[src/rtl/loop_nest_counter.sv]
// loop_nest_counter
//   N-dimension nested loop counter. Dimension 0 is innermost and steps on
//   each accepted advance. It carries into the outer dimensions and produces
//   tile/row/column indices for the address generators. The per-dimension
//   inclusive end values are latched on clear, so the control FSM may change
//   endValsIn while a run is in progress.
//
// Parameters
//   NUM_DIMS   number of nested dimensions (>= 1), dim 0 innermost
//   CNT_WIDTH  width of each dimension's counter and end value
//
// Ports
//   clkIn      clock, all state updates on the rising edge
//   rstNIn     asynchronous active-low reset
//   clrIn      synchronous clear: zero counters, latch endValsIn
//   advIn      advance request (step dim 0)
//   endValsIn  inclusive end value per dim, dim d at [d*CNT_WIDTH +: CNT_WIDTH]
//   cntsOut    current index per dim, same packing
//   wrapOut    1-cycle pulse per dim: dim rolled over from its end to 0
//   advAckOut  1-cycle pulse: advance accepted
//   doneOut    every dim at its end value (final iteration reached)
//
// Build option
//   LOOP_NEST_COUNTER_AUTOWRAP_EN: when defined, an advance while done
//   restarts the same nest (counters to 0, all wrap bits pulse). When it is
//   undefined, the counter saturates at done and ignores advances.

module loop_nest_counter #(
  parameter int unsigned NUM_DIMS  = 3,
  parameter int unsigned CNT_WIDTH = 8
) (
  input  logic                          clkIn,
  input  logic                          rstNIn,
  input  logic                          clrIn,
  input  logic                          advIn,
  input  logic [NUM_DIMS*CNT_WIDTH-1:0] endValsIn,
  output logic [NUM_DIMS*CNT_WIDTH-1:0] cntsOut,
  output logic [NUM_DIMS-1:0]           wrapOut,
  output logic                          advAckOut,
  output logic                          doneOut
);

  logic [NUM_DIMS*CNT_WIDTH-1:0] cntR;
  logic [NUM_DIMS*CNT_WIDTH-1:0] endR;
  logic [NUM_DIMS*CNT_WIDTH-1:0] cntNext;
  logic [NUM_DIMS-1:0]           wrapR;
  logic [NUM_DIMS-1:0]           wrapNext;
  logic [NUM_DIMS-1:0]           atEnd;
  logic                          ackR;
  logic                          ackNext;
  logic                          doneR;
  logic                          doneNext;
  logic                          allAtEnd;

  // Per-dimension "at end" flags for the current counter state.
  always_comb begin
    atEnd    = '0;
    allAtEnd = 1'b1;
    for (int unsigned d = 0; d < NUM_DIMS; d++) begin
      atEnd[d] = (cntR[d*CNT_WIDTH +: CNT_WIDTH] == endR[d*CNT_WIDTH +: CNT_WIDTH]);
      allAtEnd = allAtEnd & atEnd[d];
    end
  end

  // Next-state logic. The carry walks outward from dim 0 and stays set only
  // while every lower dim sits at its end. The first dim that is not at its
  // end takes the increment and kills the carry. Lower dims are cleared only
  // when some outer dim actually increments, so when nothing can move the
  // counter holds. An end of 0 clears a dim that is already 0, and that dim
  // never reports a wrap.
  always_comb begin
    logic carry;
    logic doneCalc;
    cntNext  = cntR;
    wrapNext = '0;
    ackNext  = 1'b0;
    doneNext = doneR;
    carry    = 1'b1;
    doneCalc = 1'b1;

    if (clrIn) begin
      cntNext  = '0;
      doneNext = (endValsIn == '0);
    end else if (advIn && !doneR) begin
      ackNext = 1'b1;
      for (int unsigned d = 0; d < NUM_DIMS; d++) begin
        if (carry) begin
          if (!atEnd[d]) begin
            cntNext[d*CNT_WIDTH +: CNT_WIDTH] =
              cntR[d*CNT_WIDTH +: CNT_WIDTH] + CNT_WIDTH'(1);
          end else if (!allAtEnd) begin
            cntNext[d*CNT_WIDTH +: CNT_WIDTH] = '0;
            wrapNext[d] = (endR[d*CNT_WIDTH +: CNT_WIDTH] != '0);
          end
        end
        carry = carry & atEnd[d];
      end
      for (int unsigned d = 0; d < NUM_DIMS; d++) begin
        doneCalc = doneCalc &
          (cntNext[d*CNT_WIDTH +: CNT_WIDTH] == endR[d*CNT_WIDTH +: CNT_WIDTH]);
      end
      doneNext = doneCalc;
`ifdef LOOP_NEST_COUNTER_AUTOWRAP_EN
    end else if (advIn) begin
      // Restart the same nest. When every end is 0 the nest has a single
      // iteration, so the counter stays done and nothing wraps.
      ackNext = 1'b1;
      if (endR == '0) begin
        doneNext = 1'b1;
      end else begin
        cntNext  = '0;
        wrapNext = '1;
        doneNext = 1'b0;
      end
`endif
    end
  end

  always_ff @(posedge clkIn or negedge rstNIn) begin
    if (!rstNIn) begin
      cntR  <= '0;
      endR  <= '0;
      wrapR <= '0;
      ackR  <= 1'b0;
      doneR <= 1'b0;
    end else begin
      cntR  <= cntNext;
      wrapR <= wrapNext;
      ackR  <= ackNext;
      doneR <= doneNext;
      if (clrIn) begin
        endR <= endValsIn;
      end
    end
  end

  assign cntsOut   = cntR;
  assign wrapOut   = wrapR;
  assign advAckOut = ackR;
  assign doneOut   = doneR;

endmodule

[config.mk]
export PLATFORM = sky130hd
export DESIGN_NAME = loop_nest_counter
export DESIGN_NICKNAME = d
export VERILOG_FILES = /design/src/rtl/loop_nest_counter.sv
export SDC_FILE = /design/constraint.sdc
export NUM_CORES = 1
export LEC_CHECK = 0
export BUFFER_PORTS_ARGS = -buffer_cell sky130_fd_sc_hd__buf_2
export CORE_UTILIZATION = 30
export DETAILED_ROUTE_END_ITERATION = 7
export GPL_ROUTABILITY_DRIVEN = 0
export PLACE_DENSITY = 0.55
export SETUP_SLACK_MARGIN = 0.4
export SLEW_MARGIN = 20
export SYNTH_ARGS = -nofsm -noshare
export SYNTH_HDL_FRONTEND = slang
export SYNTH_SLANG_ARGS = --single-unit
[constraint.sdc]
create_clock -name clkIn -period 3.3 [get_ports clkIn]
set_input_delay 0.495 -clock clkIn [delete_from_list [all_inputs] [get_ports clkIn]]
set_output_delay 0.495 -clock clkIn [all_outputs]
set_load 0.005 [all_outputs]
==> flow_metrics.env, run 1 <==
export IMPL_slowest_delay_ps=500
export IMPL_dp_cells=548
export IMPL_cp_max_fo=8
export IMPL_drt_pass1_iter_count=4
export IMPL_clk_latency_ps=290
export IMPL_design_die_area_sq_mm=0.01208
export IMPL_leakagePower_nw=1.709
export IMPL_top_layer_used="met4"
export IMPL_cap_violations=0
export IMPL_worstPathCellList="xor2_1, nor4_4, nand2_2, nor2_1, a31oi_1, xor2_1, nand4_1, nor4_2, a41o_1"
export IMPL_core_sq_mm=0.01137
export IMPL_ys_ff_latch=53
export IMPL_yosysUniqueCellTypes=59
export IMPL_antenna_left=0
export IMPL_cts_buffers=5
export IMPL_via_per_inst=5.235
export IMPL_yosys_top_cells_area="dfrtp_1 (38%), mux2_2 (8.1%), xor2_1 (6.5%)"
export IMPL_portBuffers=56
export IMPL_synthArstFlopShare=1.000
export IMPL_drt_initial_drc_count=183
export IMPL_root_buffer="clkbuf_16"
export IMPL_die_x_um=109.9
export IMPL_r2r_start="cntsOut[12]$_DFFE_PN0P_"
export IMPL_cp_slowest_cell="dfrtp_1"
export IMPL_maxSlewViolCount=0
export IMPL_slew_limit_headroom=0.4208
export IMPL_layout_drive_gt1_share=0.2771
export IMPL_endpoint_kind="flop"
export IMPL_hold_path_class="primary input to async pin"
export IMPL_synth_top_flop_cell="dfrtp_1"
export IMPL_hold_viol_final=0
export IMPL_crit_arrival_ps=2980
export IMPL_fmax_mhz=364.0
export IMPL_rsz0062_at_grt="false"
export IMPL_r2r_setup_slack_ps=550
export IMPL_required_ps=3530
export IMPL_setup_tns_ps=0
export IMPL_ioPinCount=57
export IMPL_initial_core_util=0.3071
export IMPL_yosysSeqAreaShare=0.3798
export IMPL_cts_tree="built"
export IMPL_gr_total_overflow=0
export IMPL_ff2ff_path_depth=9
export IMPL_yosysWarnings=0
export IMPL_post_synth_top_count_cell="dfrtp_1"
export IMPL_routed_via_count=2921
export IMPL_cts_clk_slew_worst_paths_ps=70
export IMPL_dr_wl_met3_um=520
export IMPL_nFillCells=1142
export IMPL_hpwlAfterDp_um=6932
export IMPL_design_area_sq_mm=0.004063
export IMPL_syn_num_nets=393
export IMPL_track_usage=0.1616
export IMPL_cpMostUsedCell="xor2_1"
export IMPL_status="finished, final reports clean"
export IMPL_cts_htree_levels=2
export IMPL_fin_nets=446
export IMPL_synth_edf_count=0
export IMPL_die_h_um=109.9
export IMPL_grt_pass1_vias=2782
export IMPL_crit_type="flop to flop"
export IMPL_diodes=0
export IMPL_finalCriticalPeriod_ps=2747
export IMPL_utilization=0.3573
export IMPL_postCtsHoldBufs=0
export IMPL_start_kind="flop"
export IMPL_wl_per_cell_um=16.30
export IMPL_synth_area_leader_cell="dfrtp_1"
export IMPL_powerDensity_mw_per_mm2=363.0
export IMPL_setup_viol=0
export IMPL_grt_pass1_wl_um=14750
export IMPL_synth_cells=362
export IMPL_r2r_end="doneOut$_DFFE_PN0P_"
export IMPL_synth_top_cells_by_count="dfrtp_1 (53), nor2_1 (34), nand2_1 (31)"
export IMPL_fin_cells=558
export IMPL_worstMarginPinSlew_ps=868.9
export IMPL_syn_avg_cell_area_sq_um=9.647
export IMPL_routed_wl_met2_um=4234
export IMPL_placed_area_sq_mm=0.003874
export IMPL_netlist_area_sq_mm=0.003492
export IMPL_antenna_found_initial=0
export IMPL_wl_met1_um=4188
export IMPL_std_cell_rows=39
export IMPL_drc_errors=0
export IMPL_clockBufferDepth=2
export IMPL_area_growth_pct=16.34
export IMPL_wirelength_um=9097
export IMPL_netlist_area_leader_share=0.3798
export IMPL_clock_sinks=53
export IMPL_grt_start_max_net_pins=52
export IMPL_skew_ps=4.636
export IMPL_finalCritPeriodShare=0.8325
export IMPL_ir_worst_vdd_mv=0.2125
where the power goes:
group	switching (mW)	internal, mW
combinational	0.104	0.0989
sequential	0.0523	0.683
clock	0.238	0.298
total	0.394	1.08
cells by family (layout without fill, tap and decap cells):
group	after synthesis	count (layout)	synth area share
other cells	1	1	0.001074
xor+xnor	48	48	0.1225
buf+inv	23	76	0.04156
mux	32	32	0.1046
flops	53	53	0.3798
simple gates	139	139	0.2229
compound gates	63	63	0.1168
fa+ha+maj	3	3	0.01075
final cells by class:
cell class              count  area, sq um  share of cell area
well taps                 143        178.9             0.04404
clock inverters             1        7.507            0.001848
multi-input cells         286         2028              0.4992
flip-flops and latches     53         1326              0.3265
repair buffers             67        375.4             0.09239
inverters                   2        7.507            0.001848
clock buffers               6        138.9             0.03419
flip-flops by register name (all words and copies together), names as in the netlist:
| register | count |
|---|---|
| cntsOut | 24 |
| endR | 24 |
| wrapOut | 3 |
| advAckOut | 1 |
| doneOut | 1 |
worst max-delay path: cells and delay by family (launching register included):
kind | cells | cell delay, ps
simple gates | 5 | 1410
flops | 1 | 500
xor+xnor | 2 | 400
compound gates | 2 | 370
cells in the final DEF, fill, tap and decap left out, drive strengths merged, types with 2 or more instances in the layout:
cell type / count
mux2i: 6
ha: 3
or3: 2
o21ai: 13
and2: 3
nand3: 13
or2: 3
nand4: 9
or4: 2
buf: 67
o31ai: 3
nor2: 36
and3: 6
clkbuf: 6
mux2: 26
xnor2: 21
dfrtp: 53
a311oi: 3
o31a: 2
nor4: 18
nand2b: 3
nor3: 6
xor2: 27
a21oi: 18
nand2: 32
a31oi: 5
a21o: 3
and4: 2
inv: 2
a22oi: 6
a32oi: 2
metal layers:
metal,vias to the layer above,track usage
met3,10,0.02430
met2,79,0.2589
met4,0,0.05619
met1,1416,0.2205
li1,1416,-
met5,-,0
repair_timing:
action | CTS | global route
hold endpoints to repair | 0 | 0
endpoints found under the setup margin | 0 | 1
buffers inserted | 0 | 3
resized for setup | 0 | 2
metrics by stage:
step                      hold slack (ps)  total power [mW]  setup slack [ps]
after floorplan                     199.4            0.8718             959.2
after global placement              517.5            0.9506             555.7
after detailed placement            524.1            0.9528             503.5
after CTS                           357.7             1.497             465.5
after global routing                393.7             1.544             421.7
final                               312.7             1.475             552.8
how the worst max path moves through the flow:
| stage | startpoint | endpoint | slack, ps | cells past startpoint |
|---|---|---|---|---|
| after floorplan | cntsOut[3]$_DFFE_PN0P_ | doneOut$_DFFE_PN0P_ | 960 | 11 |
| after global placement | cntsOut[3]$_DFFE_PN0P_ | doneOut$_DFFE_PN0P_ | 560 | 9 |
| after detailed placement | cntsOut[3]$_DFFE_PN0P_ | doneOut$_DFFE_PN0P_ | 500 | 9 |
| after CTS | cntsOut[3]$_DFFE_PN0P_ | doneOut$_DFFE_PN0P_ | 470 | 9 |
| after global routing | cntsOut[3]$_DFFE_PN0P_ | doneOut$_DFFE_PN0P_ | 420 | 10 |
| final | cntsOut[12]$_DFFE_PN0P_ | doneOut$_DFFE_PN0P_ | 550 | 9 |
Power figures use the tool's default switching activity.
==> run 2, diff against run 1 <==
--- a/config.mk
+++ b/config.mk
@@ -5,6 +5,7 @@
 export SDC_FILE = /design/constraint.sdc
 export NUM_CORES = 1
 export LEC_CHECK = 0
+export ABC_AREA = 1
 export BUFFER_PORTS_ARGS = -buffer_cell sky130_fd_sc_hd__buf_2
 export CORE_UTILIZATION = 30
 export DETAILED_ROUTE_END_ITERATION = 7
==> constraint.sdc (replaced) <==
create_clock -name clkIn -period 2.7 [get_ports clkIn]
set_input_delay 0.405 -clock clkIn [delete_from_list [all_inputs] [get_ports clkIn]]
set_output_delay 0.405 -clock clkIn [all_outputs]
set_load 0.005 [all_outputs]
==> run 2 against run 1 <==
Against the previous run: fmax rose by 25%; synthesized area rose by 7.3%; sequential share of layout area down 5.1 points; clock-buffer cell count grew 1; utilization is 4.5 points higher; global-route usage up 2.4 points; clock power up 30%; cell count grew 51%; worst hold slack got worse by 220 ps; largest cell class unchanged.
==> flow_metrics.env, run 2 <==
export IMPL_status="finished, final reports clean"
export IMPL_ys_ff_latch=53
export IMPL_mostFrequentLayoutCells="nand2_1 (204), buf_2 (56), inv_1 (51), buf_4 (47), dfrtp_1 (39)"
export IMPL_crit_type="flop to flop"
export IMPL_root_buffer="clkbuf_16"
export IMPL_synth_area_leader_cell="dfrtp_1"
export IMPL_synthArstFlopShare=1.000
export IMPL_fin_nets=703
export IMPL_cts_clk_slew_worst_paths_ps=70
export IMPL_fin_cells=841
export IMPL_clock_sinks=53
export IMPL_slowest_delay_ps=410
export IMPL_grt_start_max_net_pins=54
export IMPL_layout_drive_gt1_share=0.2957
export IMPL_finalCriticalPeriod_ps=2190
export IMPL_routed_via_count=4052
export IMPL_hold_viol_final=0
export IMPL_area_growth_pct=30.08
export IMPL_drc_errors=0
export IMPL_core_sq_mm=0.01211
export IMPL_track_usage=0.1861
export IMPL_design_die_area_sq_mm=0.01294
export IMPL_synth_top_flop_cell="dfrtp_1"
export IMPL_syn_num_nets=600
export IMPL_netlist_area_sq_mm=0.003747
export IMPL_yosys_top_cells_area="dfrtp_1 (35%), nand2_1 (22%), inv_1 (6.4%)"
export IMPL_gr_total_overflow=0
export IMPL_ir_worst_vdd_mv=0.2778
export IMPL_die_x_um=113.8
export IMPL_leakagePower_nw=2.533
export IMPL_synth_cells=569
export IMPL_diodes=0
export IMPL_antenna_found_initial=0
export IMPL_die_h_um=113.8
export IMPL_yosysWarnings=0
export IMPL_cp_max_fo=5
export IMPL_cp_slowest_cell="dfrtp_1"
export IMPL_cts_tree="built"
export IMPL_setup_tns_ps=0
export IMPL_initial_core_util=0.3094
export IMPL_clk_latency_ps=300
export IMPL_synth_top_cells_by_count="nand2_1 (215), inv_1 (64), dfrtp_1 (53)"
export IMPL_skew_ps=8.739
export IMPL_finalCritPeriodShare=0.8113
export IMPL_design_area_sq_mm=0.004875
export IMPL_antenna_left=0
export IMPL_worstPathCellList="buf_6, nand2_2, nand2_2, nor2_2, nand2_2, nor2_4, buf_6, nand3_4, nor2_4, xor2_1, inv_1, nor2_4, nand3_2, nor2_2, nand2_1, nand2_1"
export IMPL_maxSlewViolCount=0
export IMPL_cts_buffers=5
export IMPL_layout_commonest_cell="nand2_1"
export IMPL_fmax_mhz=456.5
export IMPL_grt_pass1_vias=3593
export IMPL_crit_arrival_ps=2430
export IMPL_cap_violations=0
export IMPL_drt_pass1_iter_count=4
export IMPL_endpoint_kind="flop"
export IMPL_cts_htree_levels=2
export IMPL_yosysUniqueCellTypes=37
export IMPL_post_synth_top_count_cell="nand2_1"
export IMPL_setup_viol=0
export IMPL_syn_avg_cell_area_sq_um=6.586
export IMPL_grt_pass1_wl_um=18420
export IMPL_utilization=0.4025
export IMPL_hpwlAfterDp_um=8616
export IMPL_std_cell_rows=40
export IMPL_crit_family="simple AND/OR/NAND/NOR gates"
export IMPL_rsz0062_at_grt="false"
export IMPL_clockBufferDepth=2
export IMPL_portBuffers=56
export IMPL_ioPinCount=57
export IMPL_powerDensity_mw_per_mm2=402.8
export IMPL_drt_initial_drc_count=252
export IMPL_placed_area_sq_mm=0.004217
export IMPL_required_ps=2940
export IMPL_via_per_inst=4.818
export IMPL_wirelength_um=12120
export IMPL_nFillCells=1282
export IMPL_start_kind="flop"
export IMPL_yosysSeqAreaShare=0.3539
export IMPL_wl_per_cell_um=14.42
export IMPL_synth_edf_count=0
export IMPL_hold_path_class="primary input to async pin"
export IMPL_worst_path_buf_inv=3
export IMPL_dp_cells=786
export IMPL_netlist_area_leader_share=0.3539
## run 2: path summary, 6_finish.rpt
path	startpoint	end	slack, ps	cells past startpoint
worst max register to register	endR[8]$_DFFE_PN0P_	doneOut$_DFFE_PN0P_	510	16
max in group asynchronous	rstNIn	endR[9]$_DFFE_PN0P_	2330	2
worst min register to register	endR[22]$_DFFE_PN0P_	endR[22]$_DFFE_PN0P_	560	2
min in group clkIn	endValsIn[19]	endR[19]$_DFFE_PN0P_	330	3
worst min-delay path	rstNIn	cntsOut[7]$_DFFE_PN0P_	90	2
worst max-delay path	endR[8]$_DFFE_PN0P_	doneOut$_DFFE_PN0P_	510	16
## run 2: logic make-up (layout without fill, tap and decap cells)
group                    count (synthesis)  in the layout  share of synthesized area
XOR/XNOR                                14             14                    0.03272
other                                    1              1                   0.001001
buffers and inverters                   90            192                     0.1002
adder cells (fa/ha/maj)                  3              3                    0.01002
flip-flops                              53             53                     0.3539
AND/OR/NAND/NOR                        343            345                     0.4050
AO/OA/AOI/OAI                           65             65                    0.09716
## run 2: worst reg2reg max path, stage by stage, from the launching register on
cell	delay (ps)
dfrtp_1	410
buf_6	140
nand2_2	60
nand2_2	60
nor2_2	110
nand2_2	70
nor2_4	190
buf_6	160
nand3_4	100
nor2_4	140
xor2_1	150
inv_1	80
nor2_4	130
nand3_2	80
nor2_2	140
nand2_1	60
nand2_1	50
## run 2: through the flow
stage               hold WS, ps  total power [mW]  setup WS (ps)
floorplan                 109.4             1.087          842.4
detailed placement        428.9             1.215          263.6
global placement          424.7             1.213          254.6
CTS                       109.3             1.932          419.1
finish                    88.67             1.964          509.6
global route              113.7             2.083          375.1
## run 2: metal layers
layer	track usage	routed length, um	up-vias
met5	0	0	-
met4	0.06579	293	0
met3	0.03826	814	23
met2	0.2919	5571	147
met1	0.2538	5444	1851
li1	-	-	2031
## run 2: report_power, final
group | switching, mW | total, mW | leakage (nW) | internal, mW
Clock | 0.305 | 0.699 | 0.0799 | 0.394
Combinational | 0.245 | 0.392 | 1.78 | 0.147
Sequential | 0.0413 | 0.873 | 0.668 | 0.832
## run 2: final cells by class
| cell class | count | area (sq um) | share of cell area |
|---|---|---|---|
| tap | 168 | 210.2 | 0.04312 |
| inverter | 75 | 281.5 | 0.05775 |
| clock buffer | 7 | 152.6 | 0.03131 |
| timing repair buffer | 109 | 709.4 | 0.1455 |
| clock inverter | 1 | 5.005 | 0.001027 |
| sequential | 53 | 1344 | 0.2757 |
| multi-input combinational | 428 | 2172 | 0.4456 |
## run 2: repair_timing
item	4_1_cts	5_1_grt
setup endpoints to repair	4	5
resized for setup	2	61
setup buffers	4	41
hold buffers	0	0
pin swaps	2	23
hold endpoints to repair	0	0
gates cloned	1	1
